--- src/rtl/alu_wide_sequencer.sv ---
// -----------------------------------------------------------------------------
// alu_wide_sequencer
//
// Purpose:
//   Multi-cycle operand sequencer placed directly upstream of an 8-bit ALU.
//   A wide (NBYTES x 8-bit) operation is accepted over a valid/ready command
//   interface. The sequencer then feeds the ALU one byte per cycle, least
//   significant byte first. Arithmetic operations chain the carry from one
//   byte to the next. The result bytes and the final flags are collected and
//   presented over a valid/ready result interface.
//
// Ports:
//   clk        in   1          clock, rising edge
//   rst        in   1          asynchronous, active-high reset
//   cmd_valid  in   1          command present
//   cmd_ready  out  1          sequencer can accept a command (idle)
//   cmd_a      in   8*NBYTES   operand A
//   cmd_b      in   8*NBYTES   operand B
//   cmd_s      in   3          ALU select; bit2=0 arithmetic, bit2=1 logic
//   cmd_cin    in   1          carry-in (arithmetic) / sub-select (logic)
//   alu_a      out  8          ALU operand A slice
//   alu_b      out  8          ALU operand B slice
//   alu_cin    out  1          ALU carry-in
//   alu_s      out  3          ALU select
//   alu_data   in   8          ALU result (combinational)
//   alu_cout   in   1          ALU carry-out
//   alu_ovf    in   1          ALU overflow
//   res_valid  out  1          result present
//   res_ready  in   1          consumer accepts result
//   res_data   out  8*NBYTES   wide result
//   res_cout   out  1          final carry-out
//   res_ovf    out  1          final overflow
//   res_zero   out  1          res_data == 0
// -----------------------------------------------------------------------------
module alu_wide_sequencer #(
  parameter int NBYTES = 2
) (
  input  logic                  clk,
  input  logic                  rst,
  input  logic                  cmd_valid,
  output logic                  cmd_ready,
  input  logic [8*NBYTES-1:0]   cmd_a,
  input  logic [8*NBYTES-1:0]   cmd_b,
  input  logic [2:0]            cmd_s,
  input  logic                  cmd_cin,
  output logic [7:0]            alu_a,
  output logic [7:0]            alu_b,
  output logic                  alu_cin,
  output logic [2:0]            alu_s,
  input  logic [7:0]            alu_data,
  input  logic                  alu_cout,
  input  logic                  alu_ovf,
  output logic                  res_valid,
  input  logic                  res_ready,
  output logic [8*NBYTES-1:0]   res_data,
  output logic                  res_cout,
  output logic                  res_ovf,
  output logic                  res_zero
);

  localparam int W    = 8 * NBYTES;
  localparam int IDXW = (NBYTES > 1) ? $clog2(NBYTES) : 1;
  localparam logic [IDXW-1:0] LAST_IDX = IDXW'(NBYTES - 1);

  typedef enum logic [1:0] {
    IDLE = 2'd0,
    EXEC = 2'd1,
    DONE = 2'd2
  } state_t;

  state_t          state_q,    state_d;
  logic [IDXW-1:0] idx_q,      idx_d;
  logic [W-1:0]    opA_q,      opA_d;
  logic [W-1:0]    opB_q,      opB_d;
  logic [2:0]      sel_q,      sel_d;
  logic            cinSel_q,   cinSel_d;
  logic            carry_q,    carry_d;
  logic [W-1:0]    resData_q,  resData_d;
  logic            resCout_q,  resCout_d;
  logic            resOvf_q,   resOvf_d;
  logic            resZero_q,  resZero_d;
  logic            resValid_q, resValid_d;

  logic [7:0]      sliceA;
  logic [7:0]      sliceB;
  logic [W-1:0]    mergedRes;
  logic            isLogic;

  // Pick out the operand byte for the current index. Shifting by idx*8
  // keeps the select width-clean for any NBYTES, including 1.
  always_comb begin
    sliceA = 8'(opA_q >> {idx_q, 3'b000});
    sliceB = 8'(opB_q >> {idx_q, 3'b000});
  end

  // The result register with the byte at the current index replaced by
  // the live ALU output. On the last byte this is the complete wide result,
  // so the zero flag is taken from it and not from the stale register.
  always_comb begin
    mergedRes = resData_q;
    for (int i = 0; i < NBYTES; i++) begin
      if (idx_q == IDXW'(i)) begin
        mergedRes[8*i +: 8] = alu_data;
      end
    end
  end

  assign isLogic = sel_q[2];

  // Drive the ALU only while a byte is in flight. Logic ops reuse the
  // latched sub-select on every byte; arithmetic ops use the chained carry.
  always_comb begin
    alu_a   = 8'h00;
    alu_b   = 8'h00;
    alu_cin = 1'b0;
    alu_s   = 3'b000;
    if (state_q == EXEC) begin
      alu_a   = sliceA;
      alu_b   = sliceB;
      alu_s   = sel_q;
      alu_cin = isLogic ? cinSel_q : carry_q;
    end
  end

  // Next-state logic for the sequencer. Every register holds by default.
  always_comb begin
    state_d    = state_q;
    idx_d      = idx_q;
    opA_d      = opA_q;
    opB_d      = opB_q;
    sel_d      = sel_q;
    cinSel_d   = cinSel_q;
    carry_d    = carry_q;
    resData_d  = resData_q;
    resCout_d  = resCout_q;
    resOvf_d   = resOvf_q;
    resZero_d  = resZero_q;
    resValid_d = resValid_q;

    unique case (state_q)
      IDLE: begin
        if (cmd_valid) begin
          opA_d    = cmd_a;
          opB_d    = cmd_b;
          sel_d    = cmd_s;
          cinSel_d = cmd_cin;
          carry_d  = cmd_cin;
          idx_d    = '0;
          state_d  = EXEC;
        end
      end

      EXEC: begin
        resData_d = mergedRes;
        carry_d   = alu_cout;
        if (idx_q == LAST_IDX) begin
          // Carry and overflow have no meaning for logic ops.
          resCout_d  = isLogic ? 1'b0 : alu_cout;
          resOvf_d   = isLogic ? 1'b0 : alu_ovf;
          resZero_d  = (mergedRes == '0);
          resValid_d = 1'b1;
          state_d    = DONE;
        end else begin
          idx_d = idx_q + 1'b1;
        end
      end

      DONE: begin
        // Result and flags stay put after the handshake; only valid drops.
        if (res_ready) begin
          resValid_d = 1'b0;
          state_d    = IDLE;
        end
      end

      default: begin
        state_d = IDLE;
      end
    endcase
  end

  // State register. Reset discards any in-flight or pending operation.
  always_ff @(posedge clk or posedge rst) begin
    if (rst) begin
      state_q    <= IDLE;
      idx_q      <= '0;
      opA_q      <= '0;
      opB_q      <= '0;
      sel_q      <= '0;
      cinSel_q   <= 1'b0;
      carry_q    <= 1'b0;
      resData_q  <= '0;
      resCout_q  <= 1'b0;
      resOvf_q   <= 1'b0;
      resZero_q  <= 1'b0;
      resValid_q <= 1'b0;
    end else begin
      state_q    <= state_d;
      idx_q      <= idx_d;
      opA_q      <= opA_d;
      opB_q      <= opB_d;
      sel_q      <= sel_d;
      cinSel_q   <= cinSel_d;
      carry_q    <= carry_d;
      resData_q  <= resData_d;
      resCout_q  <= resCout_d;
      resOvf_q   <= resOvf_d;
      resZero_q  <= resZero_d;
      resValid_q <= resValid_d;
    end
  end

  assign cmd_ready = (state_q == IDLE);
  assign res_valid = resValid_q;
  assign res_data  = resData_q;
  assign res_cout  = resCout_q;
  assign res_ovf   = resOvf_q;
  assign res_zero  = resZero_q;

endmodule

--- config.mk ---
export PLATFORM = sky130hd
export DESIGN_NAME = alu_wide_sequencer
export DESIGN_NICKNAME = d
export VERILOG_FILES = /design/src/rtl/alu_wide_sequencer.sv
export SDC_FILE = /design/constraint.sdc
export NUM_CORES = 1
export LEC_CHECK = 0
export CORE_MARGIN = 2
export CORE_UTILIZATION = 40
export DETAILED_ROUTE_END_ITERATION = 10
export DONT_BUFFER_PORTS = 1
export PLACE_DENSITY = 0.6
export SYNTH_ARGS = -nofsm -noshare
export SYNTH_HDL_FRONTEND = slang
export SYNTH_SLANG_ARGS = --single-unit
--- constraint.sdc ---
create_clock -name clk -period 1.95 [get_ports clk]
set_input_delay 0.0975 -clock clk [delete_from_list [all_inputs] [get_ports clk]]
set_output_delay 0.0975 -clock clk [all_outputs]
set_load 0.02 [all_outputs]
# Word level (Yosys, flattened, before mapping)
# Cells that the tools add are included.
[word_totals]
ff_bits = 60
latchBits = 0
out_inout_bits = 41
memories = 0
romBits = 0
ramBits = 0
[classes]
n_div = 0
n_addsub = 1
n_bitwise = 0
n_reduce_logical = 9
n_mux = 21
n_lt_le_gt_ge = 0
shifts = 2
eq_ne = 5
n_mul = 0
[ops]
columns = ["op", "count"]
rows = [
  ["2-to-1 mux 8 bit", 4],
  ["right shift 16 x 4 -> 8 bit", 2],
  ["zero test 16 bit", 1],
  ["2-to-1 mux 1 bit", 9],
  ["2-to-1 mux 2 bit", 3],
  ["!= test 2 bit, second input constant", 3],
  ["case mux 1 bit (2 select lines)", 3],
  ["case mux 2 bit (3 select lines)", 1],
  ["AND reduction 2 bit", 3],
  ["AND reduction 3 bit", 2],
  ["nonzero test 2 bit", 2],
  ["2-to-1 mux 3 bit", 1],
  ["== test 2 x 1 -> 1 bit, second input constant", 1],
  ["== test 2 bit, second input constant", 1],
  ["zero test 2 bit", 1],
  ["adder 1 bit, second input constant", 1],
]

# Logic depth before layout (Yosys ltp)
# Gate-level depths: netlist (run 1).
[depth]
ltp_word = 3
ltp_mapped = 5

# Worst setup path after synthesis (run 1)
# No wires, ideal clock.
[synth_path]
path_type = "flip-flop to flip-flop"
startpoint = "reg state_q[0]"
endpoint = "reg opA_q[0]"
stages_incl_launch_ff = 5
synth_period_minus_slack_ns = 1.383
required_time_ns = 1.825
arrival_time_ns = 1.258
setup_ns = 0.125
slack_ns = 0.567
cell_sequence = "dfrtp_1 buf_6 nor3b_4 buf_6 mux2_2"
[synth_via]
elab_chain_len = 2
[synth_rtl]
columns = ["item", "line_no", "source"]
rows = [
  ["from (decl)", "71", "state_t state_q, state_d;"],
  ["from (signal assigned)", "198", "state_q <= state_d;"],
  ["zero test 2 bit", "140", "unique case (state_q)"],
  ["AND reduction 2 bit (no line)", "n/a", ""],
  ["to (signal assigned)", "200", "opA_q <= opA_d;"],
  ["to (decl)", "73", "logic [W-1:0] opA_q, opA_d;"],
]
# No other way between the ends.
# A chain may end at the register's enable or synchronous reset.

# Worst setup path after layout (run 1)
[layout_path]
startpoint = "reg state_q[0]"
endpoint = "out alu_a[0]"
[layout_via]
elab_chain_len = 2
[layout_rtl]
columns = ["item", "line_no", "source"]
rows = [
  ["== test 2 x 1 -> 1 bit", "117", "if (state_q == EXEC) begin"],
  ["2-to-1 mux 8 bit", "117", ""],
  ["to (decl)", "46", "output logic [7:0] alu_a,"],
]
# No other way between the ends.

==> results.cfg, run 1 <==
[placed_design]
port_buffers = 0
place_congestion = 0.733
place_inst = 271
dp_hpwl_microns = 3880

[min_path]
hold_depth = 3
min-delay-path-class = input pin to flop
hold_start = alu_data[3]
hold_end = res_zero

[critical_path]
path_class = flop to output pin
cp.required_ns = 1.85
worstPathCellList = nand2b_1 > buf_4 > nor2_1
crit_arrival_ns = 1.63
rr_startpoint = state_q[0]
critPathLaunchType = flop
r2r_end = opA_q[10]
max_stage_delay_ns = 0.52
worstSetupEndpointType = output pin
crit_path_max_fanout = 19
ff2ff_setup_slack_ns = 0.36
reg2reg_depth = 3
cpMaxStageDelayCell = dfrtp_1

[floorplan]
dieArea_sq_um = 7250
chipWidth_microns = 85.1
start_util_pct = 41.5
coreArea_sq_um = 6350
die_h_microns = 85.1
io_pins = 91
rows = 29

[drt]
num_vias = 1683
drt-total-wl_microns = 5650
routedWlPerCell_microns = 17.0
drtIter0Drc = 41
dr.pass1.iters = 4
route.detailed.drc = 0
antenna_left = 0
avgViaCountPerCell = 5.05

[clocking]
clockBufferDepth = 2
clk_pin_slew_worst_paths_ns = 0.06
post_cts_buffers = 0
htreeDepth = 3
cts_resized = 0
cts_tree = yes
cts_sinks = 60
insertion_delay_ns = 0.32
root_buffer = clkbuf_8
numCtsBuffers = 9

[power]
seqPwrFrac_pct = 46.3
comb_power_share_pct = 37.2
p_leak_nw = 1.50
clkPwrFrac_pct = 16.6
vdd_drop_max_uv = 755
power_density_nw_per_um2 = 1620
switchingPower_w = 0.00212
p_int_w = 0.00338
switching_share_pct = 38.6

[final_layout]
final_common_cell = dfrtp_1
final_cell_mix = dfrtp_1, dlygate4sd3_1, mux2_2
layout.cells.non_filler = 333
num_antenna_cells = 0
post_route_cells_drive_above_1_share_pct = 29.3
final_nets = 303
syn_to_final_growth_pct = 28.8

[yosys]
synth_nets = 242
async_reset_ff_share_pct = 100
synthFlopType = dfrtp_1
ys_warn_count = 0
synth-seq-cells = 60
yosysTopAreaCellShare_pct = 57.0
synth.avg_cell_area_sq_um = 13.7
syn_inst = 192
yosys.area.top_type = dfrtp_1
synthTopCellsByArea = dfrtp_1, mux2_2, mux2i_1
synth.distinct_cells = 22
netlist_area_sq_um = 2630
ys_seq_area_share_pct = 57.0
synth-edff-count = 0

[global_routing]
grt_pass1_wl_microns = 9240
grt_pass1_vias = 1911
grt_use_total_pct = 16.6
grt_max_degree = 32
grt-ovfl-total = 0
antenna_found_initial = 0

[timing]
fin_crit_sh_pct = 88.7
period_minus_slack_ns = 1.73
finClkSkew_ns = 0.00640
finalHoldViolations = 0
grt_setup_unrepaired = false
slew_headroom_pct = 57.0
fin_setup_tns_ns = 0
hold-worst-slack_ns = 0.0362
fmax_ghz = 0.578
setup_viol = 0
tightestPinTransition_ns = 0.644
drv_slew = 0

[job]
drv_cap = 0

[outcome]
status = finished, final reports clean
## worst max-delay path: cells and delay by family, from the launching register on
family	cells	cell delay [ns]
buf+inv	1	0.24
flops	1	0.52
simple gates	2	0.54
## routing by layer
metal | part of all wire, % | track usage (%) | vias up | wire length [microns]
li1 | - | - | 784 | -
met1 | 41 | 18.8 | 842 | 2330
met2 | 52 | 28.5 | 47 | 2920
met3 | 4.9 | 4.86 | 10 | 279
met4 | 2.2 | 8.37 | 0 | 123
met5 | 0 | 0 | - | 0
## cell families (layout without fill, tap and decap cells)
kind of cell,count (synthesis),count (layout),share of synthesized area [%]
buffers and inverters,13,77,3.90
AND/OR/NAND/NOR,41,41,8.56
flip-flops,60,60,57.0
AO/OA/AOI/OAI,9,9,1.81
multiplexers,69,69,28.7
## registers in the layout, indices dropped and copies added (netlist names), 2 cells and up
signal / count
opA_q: 16
opB_q: 16
state_q: 2
res_data: 16
sel_q: 3
## metrics by stage
stage	util, %	cell area, sq um	power, W	worst slack, ns
3_3_place_gp	43.3	2750	0.00442	0.431
2_1_floorplan	-	2630	0.00410	0.368
6_report	53.4	3390	0.00550	0.220
5_1_grt	53.4	3390	0.00585	0.129
3_5_place_dp	43.3	2750	0.00455	0.361
4_1_cts	53.4	3390	0.00557	0.184
## power groups by stage
stage | Combinational [W] | Sequential, W | Clock [W]
CTS | 0.00207 | 0.00255 | 0.000955
global route | 0.00220 | 0.00263 | 0.00102
detailed placement | 0.00198 | 0.00257 | 0
floorplan | 0.00171 | 0.00239 | 0
global placement | 0.00190 | 0.00252 | 0
finish | 0.00204 | 0.00254 | 0.000910
## cell usage after synthesis (3+ instances only)
cell      count
buf_6         5
mux2_1        7
mux2_2       45
and2_1        3
inv_1         3
dfrtp_1      60
nand2_1       6
mux2i_1      17
nor2_1       19
nand2b_1      3
o21ai_0       7
nor4_1        4
buf_4         4
## how the worst max path moves through the flow
| stage | start | endpoint | slack [ns] | cells after the start |
|---|---|---|---|---|
| 3_3_place_gp | state_q[0] | opA_q[2] | 0.43 | 3 |
| 5_1_grt | state_q[0] | alu_a[0] | 0.13 | 3 |
| 4_1_cts | state_q[0] | alu_a[0] | 0.18 | 3 |
| 2_1_floorplan | rst | carry_q | 0.37 | 1 |
| 6_report | state_q[0] | alu_a[0] | 0.22 | 3 |
| 3_5_place_dp | state_q[0] | opB_q[5] | 0.36 | 3 |
## repair_timing
item                                    4_1_cts  5_1_grt
hold buffers                                 48        0
endpoints found under the hold margin        87        0
endpoints found under the setup margin        0        0
## area by class of cell
class,count,area [sq um]
Timing Repair Buffer,60,596
Fill cell,552,2960
Inverter,3,11.3
Sequential cell,60,1500
Clock inverter,3,15.0
Clock buffer,11,141
Multi-Input combinational cell,119,1030
Tap cell,77,96.3
No activity file was read; power rests on OpenSTA's default activity.
==> run 2: changes to the inputs <==
- CELL_PAD_IN_SITES_DETAIL_PLACEMENT: not set -> 0
- CELL_PAD_IN_SITES_GLOBAL_PLACEMENT: not set -> 2
- PLACE_DENSITY: 0.6 -> 0.83
==> run 2 against run 1 <==
Register-to-register slack better by 0.03 ns; sequential cell count did not move; clock skew shrank 0.0014 ns; first-iteration DRC count grew 54%; die area did not move; combinational power is 4% lower; via count shrank 1.2%; clock-buffer cell count increased by 4; global-route usage down 0.093 points; utilization up 0.16 points; power rose by 0.94%; clock power up 12%; critical path type unchanged; largest power group unchanged.
==> results.cfg, run 2 (synthesized netlist as in run 1, its figures left out) <==
[drt]
drtIter0Drc = 63
num_vias = 1663
routedWlPerCell_microns = 16.6
avgViaCountPerCell = 4.99
drt-total-wl_microns = 5520
dr.pass1.iters = 4
route.detailed.drc = 0
antenna_left = 0

[timing]
fin_setup_tns_ns = 0
tightestPinTransition_ns = 0.588
fin_crit_sh_pct = 92.5
grt_setup_unrepaired = false
drv_slew = 0
finClkSkew_ns = 0.00499
setup_viol = 0
fmax_ghz = 0.555
slew_headroom_pct = 60.8
period_minus_slack_ns = 1.80
finalHoldViolations = 0
hold-worst-slack_ns = 0.293
fin_ws_ns = 0.147

[global_routing]
grt_max_degree = 35
grt_pass1_wl_microns = 9200
grt_use_total_pct = 16.5
antenna_found_initial = 0
grt-ovfl-total = 0
grt_pass1_vias = 1789

[critical_path]
crit_path_max_fanout = 12
crit_family = flip-flops
path_class = flop to output pin
crit_arrival_ns = 1.71
rr_startpoint = state_q[0]
ff2ff_setup_slack_ns = 0.39
cp_num_buf_inv = 2
worstSetupEndpointType = output pin
critPathLaunchType = flop
cpMaxStageDelayCell = dfrtp_1
r2r_end = opB_q[4]
max_stage_delay_ns = 0.71
cp.required_ns = 1.85
worstPathCellList = buf_12 > mux2i_1 > nor2_1 > buf_4
reg2reg_depth = 3

[final_layout]
final_nets = 301
final_common_cell = dfrtp_1
post_route_cells_drive_above_1_share_pct = 28.5
syn_to_final_growth_pct = 29.1
num_antenna_cells = 0
final_cell_mix = dfrtp_1, dlygate4sd3_1, mux2_2
stdcell_area_sq_um = 3400
finish.utilization_pct = 53.5

[floorplan]
dieArea_sq_um = 7250
io_pins = 91
chipWidth_microns = 85.1
die_h_microns = 85.1
start_util_pct = 41.5
rows = 29
coreArea_sq_um = 6350

[clocking]
clk_pin_slew_worst_paths_ns = 0.06
root_buffer = clkbuf_8
htreeDepth = 3
numCtsBuffers = 9
clockBufferDepth = 2
insertion_delay_ns = 0.33
cts_sinks = 60
cts_resized = 0
cts_tree = yes

[placed_design]
dp_hpwl_microns = 3670
port_buffers = 0
placed_cell_area_sq_um = 2740
place_congestion = 0.679
post-place-ws_ns = 0.394

[power]
switchingPower_w = 0.00211
power_density_nw_per_um2 = 1630
seqPwrFrac_pct = 46.2
clkPwrFrac_pct = 18.5
p_leak_nw = 1.50
comb_power_share_pct = 35.3
p_int_w = 0.00344
vdd_drop_max_uv = 685
switching_share_pct = 37.9

[outcome]
status = finished, final reports clean

[min_path]
min-delay-path-class = input pin to async pin

[job]
drv_cap = 0
run 2: cell count changes in the layout (fill, tap and decap cells not counted), sizes merged:
cell	change
clkbuf	+4
buf	-2
clkinv	-2
run 2: area by class of cell:
| cell class | instances | area [sq um] |
|---|---|---|
| clock buffers | 15 | 176 |
| clock inverters | 1 | 5.00 |
| fillers | 563 | 2950 |
| inverters | 3 | 11.3 |
| multi-input cells | 119 | 1030 |
| flip-flops and latches | 60 | 1500 |
| well taps | 77 | 96.3 |
| repair buffers | 58 | 581 |
run 2: per-stage QoR:
| step | instances | total power (W) |
|---|---|---|
| after floorplan | 192 | 0.00410 |
| after global placement | 269 | 0.00442 |
| after detailed placement | 269 | 0.00449 |
| after CTS | 333 | 0.00562 |
| after global routing | 333 | 0.00592 |
| final | 333 | 0.00555 |
run 2: metal layers:
layer / global-route usage [%] / part of all wire, % / up-vias
li1: - / - / 787
met1: 21.9 / 45 / 823
met2: 24.7 / 48 / 46
met3: 5.84 / 5.5 / 7
met4: 6.93 / 1.6 / 0
met5: 0 / 0 / -
run 2: power by group through the flow:
stage	logic, W	clock network [W]	registers (W)
after CTS	0.00199	0.00106	0.00257
after floorplan	0.00171	0	0.00239
final	0.00196	0.00102	0.00256
after detailed placement	0.00190	0	0.00259
after global placement	0.00185	0	0.00257
after global routing	0.00214	0.00113	0.00265
run 2: what timing repair did:
| item | in CTS | in global routing |
|---|---|---|
| setup buffers | 0 | 0 |
| hold buffers | 48 | 0 |
| endpoints found under the hold margin | 84 | 0 |
run 2: worst max path at each step:
stage	startpoint	to	slack, ns	depth (start not counted)
2_1_floorplan	rst	carry_q	0.37	1
3_3_place_gp	state_q[0]	opB_q[14]	0.44	3
3_5_place_dp	state_q[0]	opB_q[1]	0.39	3
4_1_cts	idx_q	alu_a[1]	0.11	4
5_1_grt	idx_q	alu_a[1]	0.03	4
6_report	idx_q	alu_a[1]	0.15	4
